===== src/rtl/core_pkg.sv =====
// Shared types and instruction field positions for the multi-cycle core.
package core_pkg;

    localparam int INSTR_W = 19;

    localparam int CLS_HI = 18;
    localparam int CLS_LO = 17;
    localparam int OP_HI  = 16;
    localparam int OP_LO  = 14;
    localparam int RD_LO  = 11;
    localparam int RS1_LO = 8;
    localparam int RS2_LO = 5;
    localparam int IMM_HI = 7;
    localparam int IMM_LO = 0;
    localparam int TGT_HI = 11;
    localparam int TGT_LO = 0;

    localparam logic [1:0] ST_FETCH  = 2'b00;
    localparam logic [1:0] ST_DECODE = 2'b01;
    localparam logic [1:0] ST_EXEC   = 2'b10;
    localparam logic [1:0] ST_WB     = 2'b11;

    typedef enum logic [1:0] {
        FETCH  = ST_FETCH,
        DECODE = ST_DECODE,
        EXEC   = ST_EXEC,
        WB     = ST_WB
    } state_t;

    typedef enum logic [1:0] {
        CLS_R   = 2'b00,
        CLS_I   = 2'b01,
        CLS_BZ  = 2'b10,
        CLS_JMP = 2'b11
    } class_t;

    typedef enum logic [2:0] {
        ALU_ADD  = 3'b000,
        ALU_SUB  = 3'b001,
        ALU_AND  = 3'b010,
        ALU_OR   = 3'b011,
        ALU_XOR  = 3'b100,
        ALU_SLT  = 3'b101,
        ALU_PASS = 3'b110,
        ALU_NOT  = 3'b111
    } alu_op_t;

endpackage


===== src/rtl/core_alu.sv =====
// Combinational ALU; carry is add carry-out or unsigned subtract borrow.
module core_alu
    import core_pkg::*;
#(
    parameter int DATA_W = 8
) (
    input  logic [DATA_W-1:0] a,
    input  logic [DATA_W-1:0] b,
    input  alu_op_t           op,
    output logic [DATA_W-1:0] result,
    output logic              zero,
    output logic              carry
);

    logic [DATA_W:0] sum;

    always_comb begin
        sum    = {1'b0, a} + {1'b0, b};
        result = '0;
        carry  = 1'b0;
        case (op)
            ALU_ADD: begin
                result = sum[DATA_W-1:0];
                carry  = sum[DATA_W];
            end
            ALU_SUB: begin
                result = a - b;
                carry  = (a < b);
            end
            ALU_AND:  result = a & b;
            ALU_OR:   result = a | b;
            ALU_XOR:  result = a ^ b;
            ALU_SLT:  result = {{(DATA_W-1){1'b0}}, (a < b)};
            ALU_PASS: result = b;
            ALU_NOT:  result = ~a;
            default:  result = '0;
        endcase
    end

    assign zero = (result == '0);

endmodule


===== src/rtl/multicycle_core.sv =====
// Multi-cycle core: fetch over a ready/request handshake, then decode, execute, write back.
//
//   state  | meaning
//   FETCH  | request imem at pc, latch ir when ready
//   DECODE | latch operand A (reg[rs1]) and operand B (reg[rs2] or imm)
//   EXEC   | ALU ops latch result/flags; BZ/JMP update pc and retire
//   WB     | write rd, advance pc, retire
module multicycle_core
    import core_pkg::*;
#(
    parameter int DATA_W = 8,
    parameter int PC_W   = 12,
    parameter int NREG   = 8
) (
    input  logic                clk,
    input  logic                rst,
    output logic                imem_req,
    output logic [PC_W-1:0]     imem_addr,
    input  logic                imem_ready,
    input  logic [INSTR_W-1:0]  imem_rdata,
    output logic [PC_W-1:0]     pc,
    output logic                zero_flag,
    output logic                carry_flag,
    output logic                retire
);

    localparam int RIDX_W = (NREG > 1) ? $clog2(NREG) : 1;

    state_t              state;
    logic [INSTR_W-1:0]  ir;
    logic [DATA_W-1:0]   opnd_a;
    logic [DATA_W-1:0]   opnd_b;
    logic [DATA_W-1:0]   alu_q;
    logic [DATA_W-1:0]   regs [NREG];

    class_t              cls;
    alu_op_t             op;
    logic [RIDX_W-1:0]   rd_idx;
    logic [RIDX_W-1:0]   rs1_idx;
    logic [RIDX_W-1:0]   rs2_idx;
    logic [DATA_W-1:0]   rs1_val;
    logic [DATA_W-1:0]   rs2_val;
    logic [DATA_W-1:0]   op_b;
    logic [DATA_W-1:0]   alu_result;
    logic                alu_zero;
    logic                alu_carry;
    logic [PC_W-1:0]     pc_inc;
    logic [PC_W-1:0]     bz_target;
    logic [PC_W-1:0]     jmp_target;
    logic                is_flow;

    assign cls     = class_t'(ir[CLS_HI:CLS_LO]);
    assign op      = alu_op_t'(ir[OP_HI:OP_LO]);
    assign rd_idx  = ir[RD_LO  +: RIDX_W];
    assign rs1_idx = ir[RS1_LO +: RIDX_W];
    assign rs2_idx = ir[RS2_LO +: RIDX_W];

    // Register 0 is hardwired to zero on read; its storage is never written.
    assign rs1_val = (rs1_idx == '0) ? '0 : regs[rs1_idx];
    assign rs2_val = (rs2_idx == '0) ? '0 : regs[rs2_idx];
    assign op_b    = (cls == CLS_I) ? DATA_W'(ir[IMM_HI:IMM_LO]) : rs2_val;

    assign pc_inc     = pc + PC_W'(1);
    assign bz_target  = pc_inc + PC_W'($signed(ir[IMM_HI:IMM_LO]));
    assign jmp_target = PC_W'(ir[TGT_HI:TGT_LO]);
    assign is_flow    = (cls == CLS_BZ) || (cls == CLS_JMP);

    core_alu #(.DATA_W(DATA_W)) u_alu (
        .a      (opnd_a),
        .b      (opnd_b),
        .op     (op),
        .result (alu_result),
        .zero   (alu_zero),
        .carry  (alu_carry)
    );

    always_ff @(posedge clk or posedge rst) begin
        if (rst) begin
            state      <= FETCH;
            pc         <= '0;
            ir         <= '0;
            opnd_a     <= '0;
            opnd_b     <= '0;
            alu_q      <= '0;
            zero_flag  <= 1'b0;
            carry_flag <= 1'b0;
            for (int i = 0; i < NREG; i++) regs[i] <= '0;
        end else begin
            case (state)
                FETCH: begin
                    if (imem_ready) begin
                        ir    <= imem_rdata;
                        state <= DECODE;
                    end
                end
                DECODE: begin
                    opnd_a <= rs1_val;
                    opnd_b <= op_b;
                    state  <= EXEC;
                end
                EXEC: begin
                    case (cls)
                        CLS_BZ: begin
                            pc    <= zero_flag ? bz_target : pc_inc;
                            state <= FETCH;
                        end
                        CLS_JMP: begin
                            pc    <= jmp_target;
                            state <= FETCH;
                        end
                        default: begin
                            alu_q      <= alu_result;
                            zero_flag  <= alu_zero;
                            carry_flag <= alu_carry;
                            state      <= WB;
                        end
                    endcase
                end
                WB: begin
                    if (rd_idx != '0) regs[rd_idx] <= alu_q;
                    pc    <= pc_inc;
                    state <= FETCH;
                end
                default: state <= FETCH;
            endcase
        end
    end

    assign imem_req  = (state == FETCH) && !rst;
    assign imem_addr = pc;
    assign retire    = (state == WB) || ((state == EXEC) && is_flow);

endmodule


===== config.mk =====
export PLATFORM = sky130hd
export DESIGN_NAME = multicycle_core
export DESIGN_NICKNAME = d
export VERILOG_FILES = /design/src/rtl/core_pkg.sv /design/src/rtl/core_alu.sv /design/src/rtl/multicycle_core.sv
export SDC_FILE = /design/constraint.sdc
export NUM_CORES = 1
export LEC_CHECK = 0
export CAP_MARGIN = 20
export CORE_MARGIN = 2
export CORE_UTILIZATION = 45
export DETAILED_ROUTE_END_ITERATION = 12
export GPL_ROUTABILITY_DRIVEN = 0
export PLACE_DENSITY = 0.7
export SETUP_SLACK_MARGIN = 0.05
export SLEW_MARGIN = 20
export SYNTH_ARGS = -nofsm -noshare
export SYNTH_HDL_FRONTEND = slang
export SYNTH_SLANG_ARGS = --single-unit

===== constraint.sdc =====
create_clock -name clk -period 11 [get_ports clk]
set_clock_uncertainty 0.2 [all_clocks]
set_input_delay 1.65 -clock clk [delete_from_list [all_inputs] [get_ports clk]]
set_output_delay 1.65 -clock clk [all_outputs]
set_load 0.02 [all_outputs]

==> summary.txt <==
Global routing
  • Initial antenna violation count: 0
  • Largest net degree at the start of global routing: between 60 and 70
  • Vias in the first global route: 5736
  • GR Util All Layers: between 20% and 30%
  • Overflow after GRT: 0
  • First-pass GRT wire length: ~31000 µm

Yosys
  • Sequential area share after synthesis: between 30% and 40%
  • Distinct cell type count after synthesis: 66
  • #FFs+latches synth: 115
  • Async SR Flop Fraction: 100%
  • Net Count, Synth: 826
  • Most frequent cells after synthesis: 115 x dfrtp_1, 86 x mux2_2, 57 x a21oi_1
  • Prevailing post-synth register cell: dfrtp_1
  • Synth area leaders: dfrtp_1 37%, mux2_2 13%, ha_1 6.3%
  • Synth top area share: roughly 37%
  • Number of flops mapped to enable cells by yosys: 0
  • Yosys top cell by area: dfrtp_1
  • Yosys warning count: 0
  • Synth Area per Inst: 10.1 µm²
  • Most frequent cell after synthesis: dfrtp_1
  • Post-Synthesis Cell Area: 7690 µm²
  • Mapped Cells: 762

Setup path
  • Worst setup path endpoint: imem_req
  • Critical Path Start: rst
  • Reg-to-reg critical path endpoint: imem_addr[11]
  • WP data arrival: a little under 3 ns
  • FF-to-FF path depth: 12
  • Critical Path End Type: output port
  • Crit Reg-Reg Startpoint: imem_addr[0]
  • Reg-to-reg slack, setup: roughly 7.4 ns
  • Data required time at the worst endpoint: around 9.2 ns
  • Critical path's largest stage delay: ~0.63 ns
  • Startpoint Class: input port
  • Worst path cell trace: clkdlybuf4s50_1 -> nor3_1 -> clkdlybuf4s50_1
  • WS Path Type: in -> out
  • CP max FO: 2
  • Cell mode on critical path: clkdlybuf4s50_1
  • CP max stage cell: clkdlybuf4s50_1

STA
  • Fin crit period: between 4 and 5 ns
  • Slew of the pin with the lowest slew margin: ~1.2 ns
  • Slew HR: between 20% and 30%
  • Setup violations, final: 0
  • RSZ-0062 raised after global routing: false
  • Slew Limit Fails: 0
  • FMAX: 210 MHz
  • TNS Setup: 0 ns
  • Final Hold Fails: 0
  • WHS: just over 0.3 ns
  • Tcrit/Tclk final: between 40% and 50%

Clocking
  • CTS resizes: 0
  • CTS Sinks: approximately 120
  • CTS buffer count: 17
  • Clock Path Buffers: 2
  • Clk root buf: clkbuf_16
  • Worst skew pair latency: ~0.42 ns
  • Hold_buf cts: 0
  • TritonCTS clock tree: done
  • H-tree Lvls: 4
  • Post-CTS Setup Inserts: 0
  • Clock-pin slew on the worst setup and hold paths: approximately 0.05 ns

Layout
  • Non-filler instance count after layout: between 1000 and 1500
  • Layout cells sized above 1: between 10% and 20%
  • Layout Nets: roughly 840
  • Post-route cell area: 8810 µm²
  • Ant. Diodes: 0
  • Synth-to-Final Area Change: 14.6%

Placement
  • Placed cell area: between 8000 and 9000 µm²
  • Placed cells: ~1000
  • Final HPWL DP: 13100 µm
  • Port Buffers: 49

Routing
  • 1st-pass router iterations: 5
  • Average wire per standard cell: between 15 and 20 µm
  • Vias per inst: approximately 6
  • Vias: 5903
  • Antenna Violating Nets Remaining: 0
  • DRT iter0 DRCs: between 300 and 400
  • DRC Markers: 0
  • Routed WL: 18700 µm

Status
  • Outcome: finished, final reports clean

Floorplanning
  • Die Ht: between 100 and 150 µm
  • Die X: between 100 and 150 µm
  • Die area: 18100 µm²
  • Core outline area: 16600 µm²
  • Initial core utilization: between 40% and 50%
  • Num ports: 50
  • Row cnt: 47

Power and ir drop
  • PnR Total Power: 3.06 mW
  • Power per cell area: between 300 and 400 nW/µm²
  • Worst VDD drop: around 0.16 mV
  • Leakage: around 3.8 nW

Worst hold path
  • Hold WC Path Type: reg -> reg

Flow run
  • Max-Cap Viols: 0
-- cell type report --
type / instances / area (µm²)
clock inverter: 9 / 129
tap: 220 / 275
inverter: 38 / 145
timing repair buffer: 56 / 543
multi-input combinational: 549 / 4370
sequential: 115 / 2880
clock buffer: 22 / 474
fill: 1460 / 7830
-- layout by cell type (no fill, tap or decap), drive strengths merged, types with 12 or more instances in the layout --
cell type	synthesis	final
a21oi	57	57
dfrtp	115	115
a211oi	15	15
nand3	13	13
mux4	18	18
ha	39	39
a22oi	18	18
nor2	47	47
xnor2	13	13
clkdlybuf4s50	0	49
mux2	88	88
nand2	47	47
mux2i	12	12
o21ai	51	51
inv	38	38
clkbuf	28	22
nor3	15	15
-- stage by stage --
step	util [%]	worst slack (ns)
floorplan	-	6.11
global placement	49.3	6.27
detailed placement	49.3	6.25
CTS	53.0	6.24
global route	53.0	6.15
finish	53.0	6.25
-- sequential cells by signal, indices dropped and copies added (netlist names) --
| signal | flops |
|---|---|
| alu_q | 8 |
| carry_flag | 1 |
| imem_addr | 12 |
| ir | 19 |
| opnd_a | 8 |
| opnd_b | 8 |
| regs | 56 |
| state | 2 |
| zero_flag | 1 |
-- critical path: cells and delay by family --
family,cells,cell delay [ns]
buffers and inverters,2,1.09
AND/OR/NAND/NOR,1,0.16
-- cells by family after synthesis --
kind of cell	synth area share (%)
adder cells (fa/ha/maj)	7.13
buffers and inverters	5.81
XOR/XNOR	2.51
AND/OR/NAND/NOR	10.2
multiplexers	19.7
flip-flops	37.4
AO/OA/AOI/OAI	17.2
-- metal layers --
| metal | routed length, µm | vias to the layer above | track usage (%) |
|---|---|---|---|
| li1 | - | 2796 | - |
| met3 | 817 | 18 | 3.49 |
| met1 | 8940 | 2917 | 31.1 |
| met4 | 206 | 0 | 6.20 |
| met2 | 8730 | 172 | 33.4 |
| met5 | 0 | - | 0 |
-- where the power goes --
part           switching, mW  leakage [nW]  total [mW]  internal, mW
Combinational          0.867          2.01        1.61         0.746
Clock                  0.188         0.292       0.559         0.371
Sequential             0.290          1.47       0.887         0.597
Total                   1.34          3.77        3.06          1.71
-- worst min path at each step --
stage | from | endpoint | slack [ns] | cells after the start
floorplan | regs[50] | regs[50] | 0.26 | 2
global placement | carry_flag | carry_flag | 0.29 | 2
detailed placement | carry_flag | carry_flag | 0.30 | 2
CTS | opnd_b[7] | opnd_b[7] | 0.32 | 2
global route | opnd_b[7] | opnd_b[7] | 0.34 | 2
finish | carry_flag | carry_flag | 0.31 | 2
(Power assumes the default switching activity.)
